File: src/rtl/blob_statistics.sv
// blob_statistics
//   Accumulates bright-pixel statistics (count, coordinate sums, bounding box)
//   over a binarized video frame and exposes the committed results of the
//   last complete frame on a custom-instruction (CI) bus.
//
// Ports
//   systemClock           sole clock, rising edge
//   reset                 synchronous, active-high
//   pixelValid            qualifies pixelData/pixelSof/pixelEol/pixelEof
//   pixelData[7:0]        binarized pixel, bright when bit 7 is set
//   pixelSof/Eol/Eof      first pixel of frame / last of line / last of frame
//   ciStart, ciCke, ciN   CI handshake and instruction number
//   ciValueA, ciValueB    CI operands (A selects register/command, B = data)
//   ciResult, ciDone      CI result and same-cycle completion
//   frameDone             one-cycle pulse while a frame is being committed
module blob_statistics #(
  parameter logic [7:0]  CUSTOM_INSTRUCTION_ID = 8'd0,
  parameter logic [10:0] MAX_COORD             = 11'd2047
) (
  input  logic        systemClock,
  input  logic        reset,
  input  logic        pixelValid,
  input  logic [7:0]  pixelData,
  input  logic        pixelSof,
  input  logic        pixelEol,
  input  logic        pixelEof,
  input  logic        ciStart,
  input  logic        ciCke,
  input  logic [7:0]  ciN,
  input  logic [31:0] ciValueA,
  input  logic [31:0] ciValueB,
  output logic [31:0] ciResult,
  output logic        ciDone,
  output logic        frameDone
);

  typedef enum logic [1:0] {WAIT_SOF, ACCUM, COMMIT} state_t;

  localparam logic [10:0] MIN_CLEAR = 11'h7FF;

  state_t state_reg, state_next;

  logic [10:0] x_reg, y_reg;
  logic [31:0] count_reg, sumx_reg, sumy_reg;
  logic [10:0] minx_reg, miny_reg, maxx_reg, maxy_reg;
  logic        acc_ovf_reg;

  logic [31:0] res_count_reg, res_sumx_reg, res_sumy_reg;
  logic [10:0] res_minx_reg, res_miny_reg, res_maxx_reg, res_maxy_reg;
  logic        res_ovf_reg;
  logic [15:0] frame_counter_reg;
  logic        frame_ready_reg, frame_error_reg, enable_reg;

  // Only bit 7 of the pixel and bit 0 of operand B carry information.
  logic unused_inputs;
  assign unused_inputs = &{1'b0, pixelData[6:0], ciValueB[31:1]};

  function automatic logic [10:0] sat_inc(input logic [10:0] v);
    return (v >= MAX_COORD) ? MAX_COORD : v + 11'd1;
  endfunction

  // ---------------------------------------------------------------- pixel path
  logic        take_pixel, restart, bright;
  logic [10:0] pix_x, pix_y;
  logic [31:0] base_count, base_sumx, base_sumy;
  logic [10:0] base_minx, base_miny, base_maxx, base_maxy;
  logic        base_ovf;
  logic        count_carry, sumx_carry, sumy_carry;
  logic [31:0] count_inc, sumx_add, sumy_add;
  logic [31:0] count_next, sumx_next, sumy_next;
  logic [10:0] minx_next, miny_next, maxx_next, maxy_next;
  logic        ovf_next;
  logic [10:0] x_next, y_next;

  always_comb begin
    bright     = pixelData[7];
    take_pixel = pixelValid & (((state_reg == WAIT_SOF) & pixelSof & enable_reg)
                               | (state_reg == ACCUM));
    // A SOF inside a frame throws away the partial frame and starts over.
    restart    = (state_reg == ACCUM) & pixelValid & pixelSof;

    // The first pixel of a frame always sits at the origin.
    pix_x = ((state_reg == WAIT_SOF) | restart) ? 11'd0 : x_reg;
    pix_y = ((state_reg == WAIT_SOF) | restart) ? 11'd0 : y_reg;

    // Accumulators are already clear in WAIT_SOF; on restart use clear values.
    base_count = restart ? 32'd0     : count_reg;
    base_sumx  = restart ? 32'd0     : sumx_reg;
    base_sumy  = restart ? 32'd0     : sumy_reg;
    base_minx  = restart ? MIN_CLEAR : minx_reg;
    base_miny  = restart ? MIN_CLEAR : miny_reg;
    base_maxx  = restart ? 11'd0     : maxx_reg;
    base_maxy  = restart ? 11'd0     : maxy_reg;
    base_ovf   = restart ? 1'b0      : acc_ovf_reg;

    {count_carry, count_inc} = {1'b0, base_count} + 33'd1;
    {sumx_carry, sumx_add}   = {1'b0, base_sumx} + {22'd0, pix_x};
    {sumy_carry, sumy_add}   = {1'b0, base_sumy} + {22'd0, pix_y};

    count_next = base_count;
    sumx_next  = base_sumx;
    sumy_next  = base_sumy;
    minx_next  = base_minx;
    miny_next  = base_miny;
    maxx_next  = base_maxx;
    maxy_next  = base_maxy;
    ovf_next   = base_ovf;
    if (bright) begin
      count_next = count_inc;
      sumx_next  = sumx_add;
      sumy_next  = sumy_add;
      if (pix_x < base_minx) minx_next = pix_x;
      if (pix_y < base_miny) miny_next = pix_y;
      if (pix_x > base_maxx) maxx_next = pix_x;
      if (pix_y > base_maxy) maxy_next = pix_y;
      ovf_next = base_ovf | count_carry | sumx_carry | sumy_carry;
    end

    // End of frame also ends the line.
    if (pixelEol | pixelEof) begin
      x_next = 11'd0;
      y_next = sat_inc(pix_y);
    end else begin
      x_next = sat_inc(pix_x);
      y_next = pix_y;
    end
  end

  // ---------------------------------------------------------------- FSM
  always_comb begin
    state_next = state_reg;
    frameDone  = 1'b0;
    case (state_reg)
      WAIT_SOF: if (take_pixel) state_next = pixelEof ? COMMIT : ACCUM;
      ACCUM:    if (pixelValid & pixelEof) state_next = COMMIT;
      COMMIT: begin
        frameDone  = 1'b1;
        state_next = WAIT_SOF;
      end
      default:  state_next = WAIT_SOF;
    endcase
  end

  // ---------------------------------------------------------------- CI decode
  logic is_my_ci, ci_clear, ci_enable;

  always_comb begin
    is_my_ci  = ciStart & ciCke & (ciN == CUSTOM_INSTRUCTION_ID);
    ciDone    = is_my_ci;
    ci_clear  = is_my_ci & (ciValueA == 32'd6);
    ci_enable = is_my_ci & (ciValueA == 32'd7);
    ciResult  = 32'd0;
    if (is_my_ci) begin
      case (ciValueA)
        32'd0: ciResult = {frame_counter_reg, 13'd0, frame_error_reg, res_ovf_reg, frame_ready_reg};
        32'd1: ciResult = res_count_reg;
        32'd2: ciResult = res_sumx_reg;
        32'd3: ciResult = res_sumy_reg;
        32'd4: ciResult = {5'd0, res_miny_reg, 5'd0, res_minx_reg};
        32'd5: ciResult = {5'd0, res_maxy_reg, 5'd0, res_maxx_reg};
        default: ciResult = 32'd0;
      endcase
    end
  end

  // ---------------------------------------------------------------- registers
  always_ff @(posedge systemClock) begin
    if (reset) begin
      state_reg         <= WAIT_SOF;
      x_reg             <= 11'd0;
      y_reg             <= 11'd0;
      count_reg         <= 32'd0;
      sumx_reg          <= 32'd0;
      sumy_reg          <= 32'd0;
      minx_reg          <= MIN_CLEAR;
      miny_reg          <= MIN_CLEAR;
      maxx_reg          <= 11'd0;
      maxy_reg          <= 11'd0;
      acc_ovf_reg       <= 1'b0;
      res_count_reg     <= 32'd0;
      res_sumx_reg      <= 32'd0;
      res_sumy_reg      <= 32'd0;
      res_minx_reg      <= 11'd0;
      res_miny_reg      <= 11'd0;
      res_maxx_reg      <= 11'd0;
      res_maxy_reg      <= 11'd0;
      res_ovf_reg       <= 1'b0;
      frame_counter_reg <= 16'd0;
      frame_ready_reg   <= 1'b0;
      frame_error_reg   <= 1'b0;
      enable_reg        <= 1'b1;
    end else begin
      state_reg <= state_next;

      if (take_pixel) begin
        x_reg       <= x_next;
        y_reg       <= y_next;
        count_reg   <= count_next;
        sumx_reg    <= sumx_next;
        sumy_reg    <= sumy_next;
        minx_reg    <= minx_next;
        miny_reg    <= miny_next;
        maxx_reg    <= maxx_next;
        maxy_reg    <= maxy_next;
        acc_ovf_reg <= ovf_next;
      end

      if (state_reg == COMMIT) begin
        res_count_reg     <= count_reg;
        res_sumx_reg      <= sumx_reg;
        res_sumy_reg      <= sumy_reg;
        res_minx_reg      <= minx_reg;
        res_miny_reg      <= miny_reg;
        res_maxx_reg      <= maxx_reg;
        res_maxy_reg      <= maxy_reg;
        res_ovf_reg       <= acc_ovf_reg;
        frame_counter_reg <= frame_counter_reg + 16'd1;
        x_reg             <= 11'd0;
        y_reg             <= 11'd0;
        count_reg         <= 32'd0;
        sumx_reg          <= 32'd0;
        sumy_reg          <= 32'd0;
        minx_reg          <= MIN_CLEAR;
        miny_reg          <= MIN_CLEAR;
        maxx_reg          <= 11'd0;
        maxy_reg          <= 11'd0;
        acc_ovf_reg       <= 1'b0;
      end

      // A commit outranks a simultaneous clear of frameReady.
      if (state_reg == COMMIT) frame_ready_reg <= 1'b1;
      else if (ci_clear)       frame_ready_reg <= 1'b0;

      if (restart)       frame_error_reg <= 1'b1;
      else if (ci_clear) frame_error_reg <= 1'b0;

      if (ci_enable) enable_reg <= ciValueB[0];
    end
  end

endmodule

File: config.mk
export PLATFORM = sky130hd
export DESIGN_NAME = blob_statistics
export DESIGN_NICKNAME = d
export VERILOG_FILES = /design/src/rtl/blob_statistics.sv
export SDC_FILE = /design/constraint.sdc
export NUM_CORES = 1
export LEC_CHECK = 0
export BUFFER_PORTS_ARGS = -buffer_cell sky130_fd_sc_hd__buf_2
export CAP_MARGIN = 10
export CORE_MARGIN = 4
export CORE_UTILIZATION = 30
export DETAILED_ROUTE_END_ITERATION = 8
export PLACE_DENSITY = 0.51
export SLEW_MARGIN = 25
export SYNTH_ARGS = -nofsm -noshare
export SYNTH_HDL_FRONTEND = slang
export SYNTH_SLANG_ARGS = --single-unit
export TNS_END_PERCENT = 30
File: constraint.sdc
create_clock -name systemClock -period 6.65 [get_ports systemClock]
set_clock_uncertainty 0.1 [all_clocks]
set_input_delay 1.33 -clock systemClock [delete_from_list [all_inputs] [get_ports systemClock]]
set_output_delay 1.33 -clock systemClock [all_outputs]
set_load 0.02 [all_outputs]
==> summary.md <==
| Metric | Value |
|---|---|
| Outcome | `finished, final reports clean` |
| Arrival @ worst endpoint | `4.08 ns` |
| Shortest period the worst path allows | `5.51 ns` |
| Warning count from the yosys run | `0` |
| Hold-fix buffers, CTS | `0` |
| Max Clock Freq | `182 MHz` |
| Via-per-instance ratio | `5.45` |
| Detailed-router iteration count before antenna repair | `8` |
| Buffers added on ports | `83` |
| DR WL/cell | `20.0 um` |
| Initial cell density of the core | `30.3%` |
| Iteration-0 DRC Markers | `1,369` |
| Total global routing track utilization | `18.7%` |
| Kind of path behind the tightest hold check | `reg -> reg` |
| Worst setup path class | `in -> out` |
| Commonest cells after routing, fill and taps aside | `nand2_1 (419), dfxtp_1 (325), a21oi_1 (224)` |
| Detailed Place HPWL | `39,300 um` |
| Fin Setup TNS | `0 ns` |
| Post-synthesis async set-or-reset flop share | `0%` |
| Endpoint of the worst-slack reg-to-reg timing path | `minx_reg[10]$_SDFFE_PP1P_` |
| Core utilization of the finished layout | `34.7%` |
| Setup repair after global routing missed its margin | `no` |
| Maximum buffer depth of the clock tree | `3` |
| Start of the worst register-to-register path | `state_reg[0]$_SDFFE_PP0P_` |
| Area delta synth->final | `14.4%` |
| Post-route cell area | `18,700 um^2` |
| Nets | `2,221` |
| Sinks on the clock net | `325` |
| Placed Instance Area | `17,400 um^2` |
| Die Footprint | `58,200 um^2` |
| DRT antenna net count | `0` |
| Total detailed-routing wirelength | `56,100 um` |
| Vias in the first global route | `14.5k` |
| Crit path launch type | `input pin` |
| Post-synthesis sequential area ratio | `39.9%` |
| Horizontal extent of the die | `241 um` |
| Startpoint of the worst hold path | `res_sumx_reg[23]$_SDFFE_PP0P_` |
| EDFF count, synth | `0` |
| CTS buffer count | `39` |
| Most used flip-flop cell after synthesis | `dfxtp_1` |
| Final Hold Violating Endpoints | `0` |
| Maximum fanout count along the critical path | `12` |
| Worst slack at placement | `1.21 ns` |
| Synthesized netlist cell count | `2,047` |
| Quantity of gates resized following cts | `0` |
| Worst hold path endpoint | `res_sumx_reg[23]$_SDFFE_PP0P_` |
| Number of cells on the worst reg-to-reg path | `11` |
| Type of element capturing the critical path | `primary output` |
| CTS root buffer | `clkbuf_16` |
| Setup slack, reg-to-reg | `2.38 ns` |
| Number of cells on the worst hold path | `2` |
| Ratio of cells with drive above 1 in the final layout | `10.5%` |
| Peak VDD IR | `0.148 mV` |
| Headroom to the max-slew limit | `30.8%` |
| Routed via count | `15.3k` |
| Smallest setup slack after layout | `1.14 ns` |
| Rows | `85` |
| Overflow after GRT | `0` |
| Worst hold slack | `0.354 ns` |
| Post-Syn Area per Cell | `7.97 um^2` |
| Max-cap violation count | `0` |
| CTS tree | `done` |
| Clock-pin slew on the worst setup and hold paths | `0.06 ns` |
| Placer Congestion | `0.865` |
| Count of unique library cells instantiated by Yosys | `81` |
| Portion of the clock cycle consumed by the worst path in the final layout | `82.8%` |
| CP startpoint | `ciValueA[27]` |
| Final count of negative-setup-slack endpoints | `0` |
| Static leakage | `6.78 nW` |
| Post-detailed-route DRC marker count | `0` |
| Number of top-level pins | `122` |
| Measured slew at the worst slew-check pin | `1.03 ns` |
| Number of antenna diodes | `0` |
| Number of flip-flops and latches in the synthesized netlist | `325` |
| Number of H-tree levels | `2` |
| Area of the core region | `53,800 um^2` |
| Mapped Area | `16,300 um^2` |
| Setup Fix Bufs, Post-CTS | `0` |
| Net count after synthesis | `2,193` |
| Required time of the critical path | `5.22 ns` |
| Final slew viol count | `0` |
| Wire length of the first global-routing pass | `85,600 um` |
| Die Y-Extent | `241 um` |
| Clock latency at the later pin of the worst-skew pair | `0.56 ns` |
| Initial antenna violation count | `5` |
| Most common cell after layout, fill and taps aside | `nand2_1` |
| Cell area power density | `235 nW/um^2` |
| Pin count of the biggest net entering global routing | `79` |
## metal layers
metal	global-route usage, %	wire [um]
met1	25.5	25500
met2	29.7	24900
met3	2.96	3420
met4	7.88	2220
met5	0	33
## critical path: stages
cell,delay (ns)
buf_2,0.09
nor4_1,0.31
nand4_1,0.26
nor3_1,0.40
and2_1,0.63
a22oi_1,0.20
a21oi_1,0.56
buf_2,0.28
## logic make-up after synthesis
logic type	count (synthesis)	synth area share, %
XOR/XNOR	93	4.99
AO/OA/AOI/OAI	578	23.9
adder cells (fa/ha/maj)	58	4.45
flip-flops	325	39.9
buffers and inverters	177	4.39
AND/OR/NAND/NOR	814	22.3
multiplexers	2	0.130
## how the worst max path moves through the flow
stage / slack (ns) / endpoint
global route: 0.95 / ciResult[3]
detailed placement: 1.21 / ciResult[16]
global placement: 1.27 / ciResult[9]
floorplan: 1.81 / ciResult[22]
CTS: 1.20 / ciResult[7]
finish: 1.14 / ciResult[5]
## Yosys cell counts, drive strengths merged (8+ instances only)
cell	number	area share, %
a2111oi	12	0.70
a211oi	16	0.77
a21o	22	1.0
a21oi	224	6.9
a222oi	13	0.80
a22o	20	1.1
a22oi	69	3.2
a2bb2oi	22	1.2
a31oi	24	0.92
and2	29	1.1
and3	23	0.88
and4	16	0.86
buf	27	0.94
clkbuf	103	2.4
dfxtp	325	40
ha	58	4.4
inv	47	1.1
nand2	421	9.7
nand3	63	1.9
nand4	23	0.88
nor2	162	3.7
nor2b	12	0.48
nor3	15	0.46
nor4	10	0.48
o211ai	17	0.78
o21ai	57	1.9
o2bb2ai	12	0.64
or2	10	0.38
or3	8	0.34
xnor2	51	2.7
xor2	42	2.3
## power by group
part / switching, mW / total (mW) / internal [mW] / leakage, nW
clock: 0.879 / 2.19 / 1.31 / 0.648
combinational: 0.154 / 0.215 / 0.0616 / 3.51
sequential: 0.0242 / 1.99 / 1.97 / 2.62
## area by class of cell
type                    count  area [um^2]
fillers                  5623        35100
flip-flops and latches    325         6510
well taps                 696          871
inverters                  47          179
clock buffers              56         1130
repair buffers            117          673
multi-input cells        1545         9140
clock inverters            16          176
## through the flow
step           cells  power [mW]
6_report        2802        4.39
5_1_grt         2802        4.53
4_1_cts         2802        4.44
3_5_place_dp    2730        2.25
3_3_place_gp    2730        2.24
2_1_floorplan   2047        2.16
(Power assumes the default switching activity.)
